### src/rtl/matrix_multiply_pkg.sv
// ============================================================================
// Module  : matrix_multiply_pkg
// Brief   : Shared sizes, element/matrix types and schedule constant for the
//           systolic matrix multiplier.
// Revision: 1.0 - initial release
// ============================================================================
`default_nettype none

package matrix_multiply_pkg;

  localparam int N = 4;
  localparam int W = 8;

  typedef logic [W-1:0]              elem_t;
  typedef elem_t [0:N-1][0:N-1]      mat_t;

  // Edge count after which the last product term has been accumulated.
  localparam logic [31:0] LAST_STEP = 32'(3 * N - 2);

endpackage

`default_nettype wire

### src/rtl/matmul_pe.sv
// ============================================================================
// Module  : matmul_pe
// Brief   : Multiply-accumulate cell; forwards a to the right, b downward.
// Revision: 1.0 - initial release
// ============================================================================
`default_nettype none

module matmul_pe
  import matrix_multiply_pkg::*;
#(
  parameter int W_E = W
) (
  input  logic           clock,
  input  logic           reset,
  input  logic [W_E-1:0] a_in,
  input  logic [W_E-1:0] b_in,
  output logic [W_E-1:0] a_out,
  output logic [W_E-1:0] b_out,
  output logic [W_E-1:0] acc
);

  logic [W_E-1:0]   a_q, b_q, acc_q;
  logic [W_E-1:0]   acc_d;
  logic [2*W_E-1:0] w_prod;

  // Full-width product, then wrap the sum to W_E bits.
  assign w_prod = a_in * b_in;
  assign acc_d  = acc_q + w_prod[W_E-1:0];

  always_ff @(posedge clock) begin
    if (reset) begin
      a_q   <= '0;
      b_q   <= '0;
      acc_q <= '0;
    end else begin
      a_q   <= a_in;
      b_q   <= b_in;
      acc_q <= acc_d;
    end
  end

  assign a_out = a_q;
  assign b_out = b_q;
  assign acc   = acc_q;

endmodule

`default_nettype wire

### src/rtl/matrix_multiply.sv
// ============================================================================
// Module  : matrix_multiply
// Brief   : Output-stationary N x N systolic multiplier, C = A*B mod 2^W.
// Revision: 1.0 - initial release
// ============================================================================
`default_nettype none

module matrix_multiply
  import matrix_multiply_pkg::*;
#(
  parameter int N_M = N,
  parameter int W_M = W
) (
  input  logic                               clock,
  input  logic                               reset,
  input  logic [0:N_M-1][0:N_M-1][W_M-1:0]   a,
  input  logic [0:N_M-1][0:N_M-1][W_M-1:0]   b,
  output logic [0:N_M-1][0:N_M-1][W_M-1:0]   c,
  output logic                               complete,
  output logic [31:0]                        step
);

  localparam logic [31:0] C_LAST = 32'(3 * N_M - 2);

  logic [31:0] step_q, step_d;
  logic        complete_q;

  logic [W_M-1:0] w_left [0:N_M-1];
  logic [W_M-1:0] w_top  [0:N_M-1];
  logic [W_M-1:0] w_ah   [0:N_M-1][0:N_M];
  logic [W_M-1:0] w_bv   [0:N_M][0:N_M-1];

  assign step_d = step_q + 32'd1;

  always_ff @(posedge clock) begin
    if (reset) begin
      step_q     <= '0;
      complete_q <= 1'b0;
    end else if (step_q < C_LAST) begin
      step_q     <= step_d;
      complete_q <= (step_d == C_LAST);
    end else begin
      complete_q <= 1'b1;
    end
  end

  // Diagonal skew: row i receives a[i][k] at step i+k, column j gets b[k][j] at step j+k.
  always_comb begin
    for (int i = 0; i < N_M; i++) begin
      w_left[i] = '0;
      w_top[i]  = '0;
      for (int k = 0; k < N_M; k++) begin
        if (step_q == 32'(i + k)) begin
          w_left[i] = a[i][k];
          w_top[i]  = b[k][i];
        end
      end
    end
  end

  generate
    for (genvar gi = 0; gi < N_M; gi++) begin : g_edge
      assign w_ah[gi][0] = w_left[gi];
      assign w_bv[0][gi] = w_top[gi];
    end

    for (genvar gr = 0; gr < N_M; gr++) begin : g_row
      for (genvar gc = 0; gc < N_M; gc++) begin : g_col
        matmul_pe #(.W_E(W_M)) u_pe (
          .clock (clock),
          .reset (reset),
          .a_in  (w_ah[gr][gc]),
          .b_in  (w_bv[gr][gc]),
          .a_out (w_ah[gr][gc+1]),
          .b_out (w_bv[gr+1][gc]),
          .acc   (c[gr][gc])
        );
      end
    end
  endgenerate

  assign complete = complete_q;
  assign step     = step_q;

endmodule

`default_nettype wire

### config.mk
export PLATFORM = sky130hd
export DESIGN_NAME = matrix_multiply
export DESIGN_NICKNAME = d
export VERILOG_FILES = /design/src/rtl/matrix_multiply_pkg.sv /design/src/rtl/matmul_pe.sv /design/src/rtl/matrix_multiply.sv
export SDC_FILE = /design/constraint.sdc
export NUM_CORES = 2
export LEC_CHECK = 0
export CAP_MARGIN = 20
export CORE_MARGIN = 2
export CORE_UTILIZATION = 25
export DETAILED_ROUTE_END_ITERATION = 12
export GPL_TIMING_DRIVEN = 0
export PLACE_DENSITY = 0.43
export SLEW_MARGIN = 40
export SYNTH_ARGS = -nofsm -noshare
export SYNTH_HDL_FRONTEND = slang
export SYNTH_SLANG_ARGS = --single-unit
### constraint.sdc
create_clock -name clock -period 17.7 [get_ports clock]
set_input_delay 4.425 -clock clock [delete_from_list [all_inputs] [get_ports clock]]
set_output_delay 4.425 -clock clock [all_outputs]
set_load 0.01 [all_outputs]
Word-level counts from Yosys, hierarchy flattened
Index checks and enable logic that the tools add are counted.
{"block": "totals", "ff_bits": 353, "latch_bits": 0, "ramBits": 0, "romBits": 0, "output_inout_bits": 161, "wordCells": 117, "mem_count": 0}
{"block": "classes", "add_sub_neg": 17, "mul": 16, "div_mod_pow": 0, "order_cmp": 1, "eq_ne": 7, "shifts": 0, "n_mux": 33, "bitwise": 0, "n_reduce_logical": 1}
{"cell": "8-bit two-way mux", "count": 32}
{"cell": "8-bit adder", "count": 16}
{"cell": "8-bit by 8-bit multiplier with 8-bit output", "count": 16}
{"cell": "32-bit by 3-bit == test with 1-bit output (second input constant)", "count": 3}
{"cell": "32-bit by 2-bit == test with 1-bit output (second input constant)", "count": 2}
{"cell": "32-bit by 1-bit adder with 32-bit output (second input constant)", "count": 1}
{"cell": "32-bit by 1-bit == test with 1-bit output (second input constant)", "count": 1}
{"cell": "32-bit by 4-bit == test with 1-bit output (second input constant)", "count": 1}
{"cell": "32-bit logical NOT", "count": 1}
{"cell": "32-bit by 4-bit less-than comparator with 1-bit output (second input constant)", "count": 1}
{"cell": "1-bit two-way mux", "count": 1}

Logic depth before layout (Yosys ltp)
{"block": "logic_depth", "ltp_word": 7, "ltp_mapped": 30}

Hierarchy
Synthesis repeated with hierarchy kept, for this count alone.
{"block": "unflattened", "hier_cells": 3459, "area_unflattened_um2": 31305.0}
{"module": "matmul_pe (g_row[0].g_col[0].u_pe ...)", "instances": 9, "cells_each": 176, "area_per_inst_um2": 1706.6, "seq_area_each_um2": 480.5}
{"module": "matmul_pe (g_row[2].g_col[2].u_pe ...)", "instances": 6, "cells_each": 176, "area_per_inst_um2": 1707.9, "seq_area_each_um2": 480.5}
{"module": "matrix_multiply", "instances": 1, "cells_each": 643, "area_per_inst_um2": 4002.6, "seq_area_each_um2": 660.6}
{"module": "matmul_pe (g_row[2].g_col[1].u_pe)", "instances": 1, "cells_each": 176, "area_per_inst_um2": 1695.4, "seq_area_each_um2": 480.5}

Worst setup path before layout
No wires, ideal clock.
{"block": "synth_path", "path_type": "in2reg", "start": "in a[62] in the netlist's numbering", "end": "reg g_row[2].g_col[0].u_pe.acc_q[7]", "setup_time_ns": 0.071, "arrival_ns": 9.296, "t_required_ns": 17.629, "slack_ns": 8.333, "stages": 19, "path_cell_list": "and3_1 > a21oi_1 > o32a_1 > o21bai_1 > or2_2 > fa_1 > inv_1 > fa_1 > inv_1 > fa_1 > fa_1 > inv_1 > ha_1 > a21oi_1 > xnor2_1 > xnor3_1 > xor3_1 > or3_1 > a21oi_1"}
{"block": "synth_between", "elab_chain_cells": 6}
{"item": "start: declaration", "line_no": "matrix_multiply.sv:16", "rtl": "input logic [0:N_M-1][0:N_M-1][W_M-1:0] a,"}
{"item": "8-bit two-way mux (4 in a row)", "line_no": "matrix_multiply.sv:53", "rtl": "if (step_q == 32'(i + k)) begin"}
{"item": "8-bit by 8-bit multiplier with 8-bit output", "line_no": "matmul_pe.sv:27", "rtl": "assign w_prod = a_in * b_in;"}
{"item": "8-bit adder", "line_no": "matmul_pe.sv:28", "rtl": "assign acc_d = acc_q + w_prod[W_E-1:0];"}
{"item": "end signal: assignment", "line_no": "matmul_pe.sv:34", "rtl": "acc_q <= '0;"}
{"item": "end signal: assignment", "line_no": "matmul_pe.sv:38", "rtl": "acc_q <= acc_d;"}
{"item": "end: declaration", "line_no": "matmul_pe.sv:22", "rtl": "logic [W_E-1:0] a_q, b_q, acc_q;"}
Every way passes these cells.
A chain may end at the register's enable or synchronous reset.

Final worst setup path
{"block": "layout_path", "start": "in b[112] in the netlist's numbering", "end": "reg g_row[0].g_col[1].u_pe.acc_q[7]"}
{"block": "layout_between", "elab_chain_cells": 6}
{"item": "start: declaration", "line_no": "matrix_multiply.sv:17", "rtl": "input logic [0:N_M-1][0:N_M-1][W_M-1:0] b,"}
{"item": "8-bit two-way mux (4 in a row)", "line_no": "matrix_multiply.sv:53"}
{"item": "8-bit by 8-bit multiplier with 8-bit output", "line_no": "matmul_pe.sv:27"}
{"item": "8-bit adder", "line_no": "matmul_pe.sv:28"}
{"item": "end signal: assignment", "line_no": "matmul_pe.sv:34"}
{"item": "end signal: assignment", "line_no": "matmul_pe.sv:38"}
{"item": "end: declaration", "line_no": "matmul_pe.sv:22"}
Every way passes these cells.

==> reports/results.ini <==
[yosys]
synth_simple_gate_area_share_pct=20.62
synth_most_common_cell=inv_1
synth_mux_area_share_pct=0.1683
synthXorXnorAreaFrac_pct=8.219
ys_warn_count=0
yosys-top-cells-count=inv_1, nand2_1, dfxtp_1, fa_1, ha_1
ys.flop_type=dfxtp_1
synthCells=3481
yosys-top-cells-area=dfxtp_1, fa_1, ha_1, inv_1, xnor2_1
synth.largest_area_cell=dfxtp_1
syn_area_per_cell_um2=8.756
synth_compound_area_share_pct=8.387
synth_edf_count=0
synth_top_family_by_area=adder cells
synthArstFlopShare_pct=0
synthAdderAreaFrac_pct=30.29
ys_seq_area_share_pct=23.19
syn_nets=4304
ys_seq_elements=353
synth.top_cell.area_share_pct=23.19
netlist_area_um2=30480
ys_types=79

[global_routing]
grt.total_usage_pct=19.87
grt_pass1_wl_um=182700
overflow=0
grt_pass1_vias=26530
antenna_found_initial=23
grt_max_degree=13

[timing]
setup-tns-final_ps=0
fmax_mhz=97.88
fin_crit_sh_pct=57.72
worst_pin_slew_ps=928.8
hold-worst-slack_ps=473.9
max_slew_margin_pct=38.08
finalHoldViolCount=0
setup_viol_count_final=0
fin_skew_ps=23.15
rsz0062_at_grt=no
layout_min_cycle_time_ps=10220
timing.final.max_slew_violations=0

[cells_and_area]
num-nets-final=4781
regArea_um2=7067
area_growth_pct=27.10
stdcell_area_um2=38740
stdcell_count=5638
multi_input_area_um2=20710
drive_gt1_share_pct=4.128
fillers=13070

[power_and_ir_drop]
p_seq_share_pct=32.0
leakagePower_nw=17.12
switchingPower_w=0.0009675
p_total_w=0.002868
power_frac_comb_pct=29.3
clkPwrFrac_pct=38.7
p_int_w=0.001900
power_density_nw_per_um2=74.03
ir_drop_mv=0.07155
swShare_pct=33.74

[placement]
place_congestion=0.9416
numPlacedInstances=5531
io_buffers=418
dp_hpwl_um=103800
place_area_um2=36900

[clock_tree]
cts.sinks=353
htree_levels=2
clk_pin_slew_ps=60
cts_setup_buffers=0
cts_resized=0
clock_path_buffers=3
cts_hold_buf=0
numCtsBuffers=50
ctsRootBufferMaster=clkbuf_16
clk_latency_ps=630
cts_tree=yes

[detailed_routing]
dr_wl_met3_um=7898
dr_total_vias=25590
wire_per_inst_um=22.22
wl_met1_um=54420
antenna_left=0
first_pass_iters=6
top_layer_used=met4
drc=0
drtIter0Drc=1591
finalWirelength_um=125300
vias_per_cell=4.538
wl_met2_um=58610

[worst_setup_path]
crit_type=in2reg
crit_fanout=7
cp.required_ps=18210
arrival_ps=10730
worstSetupEndpointType=flip-flop
worst-r2r-cell-count=24
critPathLaunchType=input pin

[die]
io_pins=419
die_w_um=353.2
core_area_um2=121400
initial_core_util_pct=25.11
dieArea_um2=124700
row_count=128
die_h_um=353.2

[run]
max-cap-violations=0

[hold_path]
min_delay_path_depth=1
hold_class=reg2reg

[outcome]
status=finished clean

==> state kept, by name, indices dropped and copies added (netlist names) <==
register / cells
g_row.g_col.u_pe.acc: 128
g_row.g_col.u_pe.a_out: 96
g_row.g_col.u_pe.b_out: 96
complete: 1
step: 32
==> metal layers <==
metal	global-route usage (%)	vias up
met4	6.928	0
met5	0	-
li1	-	11980
met3	2.724	175
met2	33.18	858
met1	26.20	12580
==> path summary, 6_finish.rpt <==
check                             startpoint                         endpoint  slack [ps]
max                                   b[112]    g_row[0].g_col[1].u_pe.acc[7]        7480
min          g_row[0].g_col[3].u_pe.b_out[7]  g_row[1].g_col[3].u_pe.b_out[7]         470
max reg2reg                          step[0]    g_row[0].g_col[1].u_pe.acc[7]        9340
min reg2reg  g_row[0].g_col[3].u_pe.b_out[7]  g_row[1].g_col[3].u_pe.b_out[7]         470
==> critical path, stage by stage <==
cell	delay, ps
clkdlybuf4s50_1	460
nand2_1	40
o21ai_0	360
or4b_2	730
nand3_1	350
nand2_1	150
fa_1	500
inv_1	50
fa_1	490
inv_1	50
fa_1	470
fa_1	550
inv_1	40
ha_1	320
o21ai_0	110
nand2b_1	130
xnor2_1	270
xnor3_1	470
xnor2_1	150
or3_1	360
a21oi_1	230
==> power groups by stage <==
stage / logic, W / clock network (W) / registers, W
after detailed placement: 0.000836 / 0 / 0.000935
after floorplan: 0.000495 / 0 / 0.000910
after CTS: 0.000843 / 0.00114 / 0.000919
after global routing: 0.000929 / 0.00117 / 0.000924
after global placement: 0.000827 / 0 / 0.000936
final: 0.000839 / 0.00111 / 0.000918
==> logic make-up after synthesis <==
group / count (synthesis)
buffers and inverters: 733
multiplexers: 5
AND/OR/NAND/NOR: 1200
adder cells (fa/ha/maj): 565
flip-flops: 353
XOR/XNOR: 267
AO/OA/AOI/OAI: 358
==> stage by stage <==
step | worst slack (ps) | utilization [%]
2_1_floorplan | 8333 | -
3_3_place_gp | 6733 | 30.23
3_5_place_dp | 6862 | 30.40
4_1_cts | 7497 | 31.86
5_1_grt | 7306 | 31.90
6_report | 7483 | 31.91
==> cell usage in the layout, fill, tap and decap left out, drive strengths merged, types with 161 or more instances in the layout <==
cell type / synthesis / layout
clkbuf: 97 / 161
fa: 288 / 288
xnor2: 202 / 202
ha: 277 / 277
clkdlybuf4s50: 0 / 418
nand2: 388 / 388
and2: 259 / 259
nor2b: 206 / 206
dfxtp: 353 / 353
inv: 614 / 617
==> layout make-up <==
cell class | count | area share (%)
diodes | 16 | 0.1034
plain buffers | 119 | 1.292
clock buffers | 64 | 3.653
clock inverters | 27 | 0.9464
inverters | 614 | 5.950
multi-input cells | 2395 | 53.48
flip-flops and latches | 353 | 18.24
well taps | 1625 | 5.249
repair buffers | 425 | 11.09
No activity file was read; power rests on OpenSTA's default activity.
